`src/rtl/delay_line.sv`:
```
// Fixed-depth shift register; synchronous active-low reset clears all stages.
module delay_line #(
    parameter int W     = 8,
    parameter int DEPTH = 2
) (
    input  logic         clock,
    input  logic         reset,
    input  logic [W-1:0] d_i,
    output logic [W-1:0] q_o
);

    logic [W-1:0] stage_q [DEPTH];

    // Shift the payload one stage per clock, clearing everything on reset.
    always_ff @(posedge clock) begin
        if (!reset) begin
            for (int i = 0; i < DEPTH; i++) begin
                stage_q[i] <= {W{1'b0}};
            end
        end else begin
            stage_q[0] <= d_i;
            for (int i = 1; i < DEPTH; i++) begin
                stage_q[i] <= stage_q[i-1];
            end
        end
    end

    assign q_o = stage_q[DEPTH-1];

endmodule

```
`config.mk`:
```
export PLATFORM = sky130hd
export DESIGN_NAME = delay_line
export DESIGN_NICKNAME = d
export VERILOG_FILES = /design/src/rtl/delay_line.sv
export SDC_FILE = /design/constraint.sdc
export NUM_CORES = 1
export LEC_CHECK = 0
export BUFFER_PORTS_ARGS = -buffer_cell sky130_fd_sc_hd__buf_2
export CELL_PAD_IN_SITES_DETAIL_PLACEMENT = 1
export CELL_PAD_IN_SITES_GLOBAL_PLACEMENT = 1
export CORE_MARGIN = 2
export CORE_UTILIZATION = 34
export CTS_CLUSTER_DIAMETER = 120
export DETAILED_ROUTE_END_ITERATION = 6
export GPL_TIMING_DRIVEN = 0
export MAX_ROUTING_LAYER = met4
export PLACE_DENSITY = 0.73
export SKIP_CTS_REPAIR_TIMING = 1
export SLEW_MARGIN = 15
export SYNTH_ARGS = -nofsm -noshare
export SYNTH_HDL_FRONTEND = slang
export SYNTH_SLANG_ARGS = --single-unit
export TNS_END_PERCENT = 20
```
`constraint.sdc`:
```
create_clock -name clock -period 0.85 [get_ports clock]
set_clock_uncertainty 0.05 [all_clocks]
set_input_delay 0.0425 -clock clock [delete_from_list [all_inputs] [get_ports clock]]
set_output_delay 0.0425 -clock clock [all_outputs]
set_load 0.03 [all_outputs]
```
# Word level (Yosys, flattened, before mapping)
# Memory sizes are Yosys's and may differ from the RTL's.
# Index checks and enable logic that the tools add are counted.
[totals] register_bits=0 ram_bits=16 n_memories=1
[op_classes] n_bitwise=2 n_mux=4
[memory_table] memory="stage_q" words=2 word_bits=8 rd=2 rd_ports_with_merged_regs=0 wr=2 line="12" text="logic [W-1:0] stage_q [DEPTH];"
[ops] cell="$mux 8" count=2
[ops] cell="$mux 1" count=2
[ops] cell="$or 1x1->1" count=2

# Depth between registers and ports, before layout
# Gate-level depths: netlist (run 1).
[depth] depth_word=2 ltp_mapped=2 depth_no_buf=1

# Least setup slack after synthesis (run 1)
# Ideal clock, no wire load.
[synth_timing] path_kind="register -> register" start="memory stage_q[0][5]" end="memory stage_q[1][5], in the netlist stage_q[0][13]" stages_incl_launch_ff=2 path_slack_ns=0.250 t_arrival_ns=0.434 required_ns=0.684 setup_ns=0.116 cell_sequence="dfxtp_1 -> and2_2"
[synth_lines] element="start: declaration" line="12"

==> impl_results.md, run 1 <==
* Row cnt at 13
* Largest Register: stage_q
* Syn Std Cell Area at approximately 510 sq um
* First-pass GRT wire length at about 1100 microns
* Layout cells sized above 1 at 0.672
* Top Registers: stage_q x16
* Crit path kind: reg2out
* Slew headroom at 0.931
* Worst vdd ir at around 0.8 mV
* Final Power at 1330 uW
* Worst Setup End Kind: output pin
* Critical path startpoint category: flop
* HP Class: in2reg
* WP buf/inv at 1
* DIE HEIGHT at between 40 and 50 microns
* Synth warn at 0
* Reg2reg start: stage_q[0][5]
* Synth area leader: dfxtp_1
* GR Util All Layers at 0.0931
* # setup viols final at 0
* Initial antenna violation count at 0
* Worst-Skew Late Latency at 0.28 ns
* Hold Path Origin: reset
* Pre-Repair DR Iteration Count at 2
* Pwr/cell area at roughly 1900 nW/um^2
* Tcrit/Tclk final at 0.973
* Crit-path leading delay family: flip-flops
* DR vias at 303
* DR DRC count at 0
* CTS tree: built
* WL per Instance at about 10 microns
* Hold endpoint: stage_q[0][15]
* Pins Over Slew Limit at 0
* Worst path cell trace: buf_6
* Area delta synth->final at 40.7%
* Final ANT Viol Nets at 0
* Final core utilization at 0.528
* Mapped Cells at 41
* Dpl cells at 73
* CTS Buf Count at 3
* Status: finished, final reports clean
* Vias in the first global route at slightly below 300
* Seq/Total Area, Yosys at 0.632
* Number of max-cap violations at 0
* Number of I/O pins at 18
* GRT Residual Overflow at 0
* Max FFs per register at 16
* WP data arrival at roughly 0.73 ns
* Synth area leaders: dfxtp_1 63%, and2_2 18%, buf_4 12%
* Num Clock Sinks at 16
* Gp weighted congestion at 0.605
* Ant diodes at 0
* Dpl cell area at 611 sq um
* Synth cell types at 5
* Root Driver: clkbuf_4
* Die Footprint at about 1800 sq um
* Setup WS post-layout at 0.0226 ns
* Syn Nets at between 50 and 60
* Starting DRC count in detailed routing at 2
* Share of the synthesized area in the top cell type at 0.632
* Worst-Margin Slew at around 0.10 ns
* Core Box Area at around 1400 sq um
* Dpl ws at about 0.19 ns
* R2r endpoint: stage_q[0][13]
* WL final at slightly below 800 microns
* Avg Vias per Cell at 3.99
* Flop2flop setup slack at between 0.2 and 0.25 ns
* Hold Path Cell Cnt at 2
* Final hold viol count at 0
* Average size of a mapped cell at about 12 sq um
* Final Critical Period at roughly 0.83 ns
* Final Non-Filler Cells at 76
* Slowest-stage cell, CP: dfxtp_2
* Nets at 73
* Slowest stage delay, CP at 0.33 ns
* R2R cell count at 1
* IO buf count at 17
* CP required at 0.76 ns
* Initial core utilization at 0.375
* Clk slew on worst S/H paths at ~0.08 ns
* Fmax at roughly 1.2 GHz
* Post-route cell area at 713 sq um
* Clock Tree Buf Depth at 2
* RSZ-0062 raised after global routing: true
* H-tree depth at 1
* Leak pwr at between 0.0003 and 0.0004 uW
* Yosys reg bits at 16
* Maximum number of pins on one net before global-route repair at 11
* Worst Path Max Fanout at 1
* DIE WIDTH at ~43 microns
==> power by group <==
| part | total (uW) | leakage [uW] | internal, uW | switching [uW] |
|---|---|---|---|---|
| Clock | 383 | 0.0000138 | 165 | 218 |
| Sequential | 797 | 0.000136 | 787 | 10.3 |
| Combinational | 151 | 0.000177 | 92.1 | 59.3 |
==> layer usage <==
metal / part of all wire / routed length (microns) / vias up / track usage
met2: 0.48 / 372 / 17 / 0.129
li1: - / - / 155 / -
met4: 0.035 / 27 / 0 / 0.113
met5: 0 / 0 / - / -
met1: 0.42 / 329 / 127 / 0.0871
met3: 0.062 / 48 / 4 / 0.0388
==> how the worst max path moves through the flow <==
stage | from | to | slack (ns) | cells past startpoint
floorplan | stage_q[0][5] | stage_q[0][13] | 0.25 | 1
global placement | stage_q[0][14] | q_o[6] | 0.20 | 2
detailed placement | stage_q[0][11] | q_o[3] | 0.19 | 2
CTS | stage_q[0][11] | q_o[3] | -0.12 | 2
global route | stage_q[0][12] | q_o[4] | -0.02 | 1
finish | stage_q[0][14] | q_o[6] | 0.02 | 1
==> logic make-up (layout without fill, tap and decap cells) <==
group                  Yosys count  count (layout)  synth area share
and+or+nand+nor                 16              16             0.227
DFF                             16              16             0.632
buffers and inverters            9              29             0.141
==> synthesized netlist by cell type <==
library cell,count
dfxtp_1,16
and2_1,4
buf_6,1
buf_4,8
and2_2,12
==> final cells by class <==
cell class	instances	area, sq um
fill	144	637
buffer	1	11.3
multi-input combinational	16	115
tap	15	18.8
sequential	16	330
timing repair buffer	25	215
clock buffer	3	22.5
==> through the flow <==
step	TNS (ns)	hold WS, ns
2_1_floorplan	0	0.129
3_3_place_gp	0	0.213
3_5_place_dp	0	0.217
4_1_cts	-0.905	-0.0779
5_1_grt	-0.120	0.0226
6_report	0	0.00950
==> cells in the final DEF (no fill, tap or decap) <==
cell,n
dfxtp_2,8
and2_1,4
buf_6,9
dlygate4sd3_1,8
clkbuf_4,3
and2_2,12
buf_2,9
dfxtp_1,8
No activity file was read; power rests on OpenSTA's default activity.
==> run 2: changes to the inputs <==
--- a/config.mk
+++ b/config.mk
@@ -5,7 +5,7 @@
 export SDC_FILE = /design/constraint.sdc
 export NUM_CORES = 1
 export LEC_CHECK = 0
-export BUFFER_PORTS_ARGS = -buffer_cell sky130_fd_sc_hd__buf_2
+export BUFFER_PORTS_ARGS = -buffer_cell sky130_fd_sc_hd__clkbuf_2
 export CELL_PAD_IN_SITES_DETAIL_PLACEMENT = 1
 export CELL_PAD_IN_SITES_GLOBAL_PLACEMENT = 1
 export CORE_MARGIN = 2
==> run 2 against run 1 <==
Net effect:
- the flow now finishes with violations (negative setup slack)
- die area unchanged
- final cell count is 3.9% higher
- sequential share of layout area shrank 1.7 points
- critical path type unchanged
- largest power group unchanged
==> impl_results.md, run 2 (same netlist as run 1, synthesis figures left out) <==
* Status: finished with violations
* Failing checks: negative setup slack
* Starting DRC count in detailed routing at 1 (-1)
* Worst Setup End Kind: output pin
* WL final at 717 microns (-8.0%)
* Nets at 76 (+4.1%)
* GR Util All Layers at 0.0878 (-0.00531)
* TNS Setup at -0.185 ns (-0.185 ns)
* Critical path startpoint category: flop
* Final core utilization at 0.542 (+0.0139)
* Pwr/cell area at 1810 nW/um^2 (-3.3%)
* Leak pwr at 0.000343 uW (+5.1%)
* Pre-Repair DR Iteration Count at 3 (+1)
* Final Critical Period at 0.915 ns (+0.0873 ns)
* Fmax at 1.09 GHz (-9.5%)
* Avg Vias per Cell at 3.96 (-0.62%)
* CP required at 0.76 ns (about the same)
* Initial core utilization at 0.375 (unchanged)
* WL per Instance at 9.08 microns (-11%)
* DR DRC count at 0 (unchanged)
* Gp weighted congestion at 0.605 (about the same)
* GRT Residual Overflow at 0 (unchanged)
* Psw at 273 uW (-5.1%)
* Post-route cell area at 732 sq um (+2.6%)
* # setup viols final at 3 (+3)
* Number of max-cap violations at 0 (unchanged)
* HP Class: in2reg
* Clock power share at 0.277 (-0.010)
* Core Box Area at 1350 sq um (unchanged)
* DIE HEIGHT at 42.6 microns (unchanged)
* First-pass GRT wire length at 1110 microns (+0.54%)
* Max FFs per register at 16 (unchanged)
* Tcrit/Tclk final at 1.08 (+0.103)
* Dpl ws at 0.179 ns (-0.0117 ns)
* Clk slew on worst S/H paths at 0.08 ns (about the same)
* Internal power at 1050 uW (+0.43%)
* Row cnt at 13 (unchanged)
* IO buf count at 17 (unchanged)
* Commonest cells after routing, fill and taps aside: 12 x and2_2, 11 x dfxtp_1, 9 x buf_6, 9 x clkbuf_2, 8 x dlygate4sd3_1
* RSZ-0062 raised after global routing: true
* Layout cells sized above 1 at 0.641 (-0.0315)
* Top Registers: stage_q x16
* WP data arrival at 0.82 ns (+0.09 ns)
* DIE WIDTH at 42.6 microns (unchanged)
* CTS tree: built
* Ant diodes at 0 (unchanged)
* Initial antenna violation count at 0 (unchanged)
* Die Footprint at 1820 sq um (unchanged)
* Largest Register: stage_q
* Sw frac at 0.207 (-0.00935)
* Area delta synth->final at 44.4%
* Num Clock Sinks at 16 (unchanged)
* DR vias at 313 (+3.3%)
* Final hold viol count at 0 (unchanged)
* Share of power burned in registers at 0.602 (+0.003)
* Dpl cell area at 611 sq um (unchanged)
* Root Driver: clkbuf_4
* Setup WS post-layout at -0.0647 ns (-0.0873 ns)
* Worst Path Max Fanout at 1 (unchanged)
* Pins Over Slew Limit at 0 (unchanged)
* Worst-Margin Slew at 0.109 ns (+0.00608 ns)
* Slew headroom at 0.927 (-0.00406)
* Vias in the first global route at 291 (-0.34%)
* Clock Tree Buf Depth at 2 (unchanged)
* H-tree depth at 1 (unchanged)
* Crit path kind: reg2out
* Number of I/O pins at 18 (unchanged)
* Maximum number of pins on one net before global-route repair at 11 (unchanged)
* CTS Buf Count at 3 (unchanged)
* Commonest non-fill, non-tap cell in the layout: and2_2
* Worst-Skew Late Latency at 0.27 ns (about the same)
* Comb pwr share at 0.121 (+0.007)
* Final ANT Viol Nets at 0 (unchanged)
* Worst vdd ir at 0.951 mV (+19%)
run 2: changes by cell type in the layout (fill, tap and decap cells not counted):
cell | previous run | this run
buf_2 | 9 | 0
clkbuf_2 | 0 | 9
dfxtp_2 | 8 | 5
buf_4 | 0 | 3
dfxtp_1 | 8 | 11
run 2: path summary, 6_finish.rpt:
path                  start        endpoint  slack (ns)  cells after the start
max          stage_q[0][11]          q_o[3]       -0.06                      2
min                   reset  stage_q[0][14]        0.03                      2
max reg2reg   stage_q[0][5]  stage_q[0][13]        0.22                      1
min reg2reg   stage_q[0][4]  stage_q[0][12]        0.39                      1
run 2: layer usage:
layer	routed length [microns]	up-vias	GRT usage
met2	357	14	0.135
met1	306	136	0.0822
met3	43	2	0.0259
met4	10	0	0.0938
li1	-	161	-
met5	0	-	-
run 2: power groups by stage:
| stage | registers, uW | logic [uW] | clock network, uW |
|---|---|---|---|
| 2_1_floorplan | 807 | 86.4 | 0 |
| 3_3_place_gp | 808 | 124 | 0 |
| 3_5_place_dp | 809 | 126 | 0 |
| 4_1_cts | 791 | 126 | 379 |
| 5_1_grt | 799 | 172 | 424 |
| 6_report | 795 | 160 | 366 |
run 2: cell type report:
class                      instances  area (sq um)
multi-input combinational         16           115
clock buffer                       3          22.5
tap                               15          18.8
buffer                             4          33.8
fill                             145           618
timing repair buffer              25           215
sequential                        16           327
run 2: per-stage QoR:
stage          hold slack [ns]  total power [uW]  cells
5_1_grt                 0.0267              1400     79
6_report                0.0274              1320     79
3_5_place_dp             0.217               935     73
4_1_cts                -0.0705              1300     76
3_3_place_gp             0.213               932     73
2_1_floorplan            0.129               893     41
run 2: critical path, cell delays in order (launching register included):
cell,delay (ns)
dfxtp_1,0.31
buf_4,0.12
buf_6,0.13
==> run 3: changes to the inputs <==
--- a/config.mk
+++ b/config.mk
@@ -9,12 +9,12 @@
 export CELL_PAD_IN_SITES_DETAIL_PLACEMENT = 1
 export CELL_PAD_IN_SITES_GLOBAL_PLACEMENT = 1
 export CORE_MARGIN = 2
-export CORE_UTILIZATION = 34
+export CORE_UTILIZATION = 35
 export CTS_CLUSTER_DIAMETER = 120
 export DETAILED_ROUTE_END_ITERATION = 6
 export GPL_TIMING_DRIVEN = 0
 export MAX_ROUTING_LAYER = met4
-export PLACE_DENSITY = 0.73
+export PLACE_DENSITY = 0.75
 export SKIP_CTS_REPAIR_TIMING = 1
 export SLEW_MARGIN = 15
 export SYNTH_ARGS = -nofsm -noshare
==> constraint.sdc (replaced) <==
create_clock -name clock -period 1.1 [get_ports clock]
set_clock_uncertainty 0.05 [all_clocks]
set_input_delay 0.055 -clock clock [delete_from_list [all_inputs] [get_ports clock]]
set_output_delay 0.055 -clock clock [all_outputs]
set_load 0.03 [all_outputs]
==> run 3 against run 2 <==
Net effect:
- the flow now finishes without violations
- worst setup slack better by 0.17 ns
- global-route usage is 1.4 points higher
- worst hold slack worse by 0.0011 ns
- register-to-register slack better by 0.26 ns
- total power is 16% lower
- clock power is 4% higher
- sequential share of layout area is 0.55 points lower
- via count is 11% higher
- sequential cell count stayed put
- final cell count is 7.6% higher
- combinational power is 26% lower
- die area is 2.6% lower
- critical endpoint is now q_o[5]
- largest cell class unchanged
==> impl_results.md, run 3 (same netlist as run 1, synthesis figures left out) <==
* Leak pwr at 0.000361 uW (+5.5%)
* Initial antenna violation count at 0 (unchanged)
* Ant diodes at 0 (unchanged)
* Final Critical Period at between 0.9 and 1 ns
* Avg Vias per Cell at 4.07 (+2.7%)
* Num Clock Sinks at 16 (unchanged)
* Crit path kind: reg2out
* Max FFs per register at 16 (unchanged)
* Commonest cells after routing, fill and taps aside: 17 x clkbuf_2, 16 x dfxtp_1, 12 x and2_2
* Slowest-stage cell, CP: dfxtp_1
* Largest Register: stage_q
* DIE WIDTH at 42.1 microns (-1.3%)
* Status: finished, final reports clean
* Row cnt at 13 (unchanged)
* # setup viols final at 0 (-3)
* Worst-Skew Late Latency at 0.29 ns (+0.02 ns)
* IO buf count at 17 (unchanged)
* Initial core utilization at 0.380 (+0.00458)
* Number of I/O pins at 18 (unchanged)
* Clk slew on worst S/H paths at 0.09 ns (about the same)
* Worst-Margin Slew at 0.177 ns (+0.0680 ns)
* GRT Residual Overflow at 0 (unchanged)
* Core Box Area at 1330 sq um (-1.2%)
* Dpl ws at 0.419 ns (+0.240 ns)
* Pwr/cell area at 1530 nW/um^2 (-15%)
* Maximum number of pins on one net before global-route repair at 11 (unchanged)
* Top Registers: stage_q x16
* First-pass GRT wire length at 1200 microns (+8.1%)
* Pins Over Slew Limit at 0 (unchanged)
* FF+latch area at 320 sq um (-1.9%)
* GR Util All Layers at 0.102 (+0.0145)
* HP Class: in2reg
* CP required at 1.00 ns (+0.24 ns)
* Starting DRC count in detailed routing at 4 (+3)
* WP data arrival at 0.89 ns (+0.07 ns)
* TNS Setup at 0 ns (+0.185 ns)
* Multi-input gate area at 115 sq um (unchanged)
* DR DRC count at 0 (unchanged)
* WL per Instance at 9.00 microns (-0.84%)
* Pre-Repair DR Iteration Count at 2 (-1)
* DR vias at 346 (+11%)
* Setup WS post-layout at 0.107 ns (+0.172 ns)
* Final ANT Viol Nets at 0 (unchanged)
* Gp weighted congestion at 0.648 (+7.1%)
* Final hold viol count at 0 (unchanged)
* Layout cells sized above 1 at 0.600 (-0.0406)
* Nets at 81 (+6.6%)
* Root Driver: clkbuf_4
* Tcrit/Tclk final at 0.902
* Fill count at 158 (+9.0%)
* Worst path cell trace: buf_4 > clkbuf_2
* Worst Path Max Fanout at 1 (unchanged)
* RSZ-0062 raised after global routing: false
* Commonest non-fill, non-tap cell in the layout: clkbuf_2
* Worst Setup End Kind: output pin
* Vias in the first global route at 302 (+3.8%)
* Area delta synth->final at 43.5%
* DIE HEIGHT at 42.1 microns (-1.3%)
* CTS Buf Count at 3 (unchanged)
* Final Power at 1110 uW (-16%)
* CTS tree: built
* Number of max-cap violations at 0 (unchanged)
* Worst vdd ir at 0.907 mV (-4.6%)
* WL final at 765 microns (+6.7%)
* Slew headroom at 0.882 (-0.0448)
* Clock Tree Buf Depth at 2 (unchanged)
* Critical path startpoint category: flop
* Slowest stage delay, CP at 0.32 ns (about the same)
* H-tree depth at 1 (unchanged)
* Die Footprint at 1770 sq um (-2.6%)
* Fmax at 1.01 GHz
## run 3: cell count changes in the layout (fill, tap and decap cells not counted)
cell	before	now
dfxtp_1	11	16
buf_4	3	8
clkbuf_2	9	17
clkbuf_8	0	1
buf_6	9	1
dfxtp_2	5	0
## run 3: area by class of cell
type | count | area share
sequential | 16 | 0.441
timing repair buffer | 25 | 0.227
multi-input combinational | 16 | 0.158
buffer | 9 | 0.0981
clock buffer | 4 | 0.0499
tap | 15 | 0.0258
## run 3: metal layers
layer,vias up,routed length (microns),global-route usage
li1,172,-,-
met1,159,253,0.0775
met2,13,432,0.172
met3,2,64,0.0647
met4,0,15,0.0750
met5,-,0,-
## run 3: per-stage QoR
step	instance area [sq um]	hold slack (ns)	cells	util
4_1_cts	647	-0.0846	77	0.485
5_1_grt	727	0.0384	85	0.545
6_report	727	0.0263	85	0.545
3_3_place_gp	611	0.225	73	0.458
2_1_floorplan	507	0.141	41	-
3_5_place_dp	611	0.230	73	0.458
## run 3: where the power goes
group | switching (uW) | internal [uW]
logic | 48.0 | 70.2
clock network | 178 | 202
registers | 5.44 | 606
## run 3: path summary, 6_finish.rpt
check	startpoint	endpoint	slack, ns	depth (start not counted)
worst min register to register	stage_q[0][3]	stage_q[0][11]	0.39	1
worst max-delay path	stage_q[0][13]	q_o[5]	0.11	2
worst min-delay path	reset	stage_q[0][1]	0.03	2
worst max register to register	stage_q[0][0]	stage_q[0][8]	0.48	1
## run 3: critical path, delay by kind of cell (launching register included)
kind | cells | cell delay, ns
buffers and inverters | 2 | 0.28
DFF | 1 | 0.32
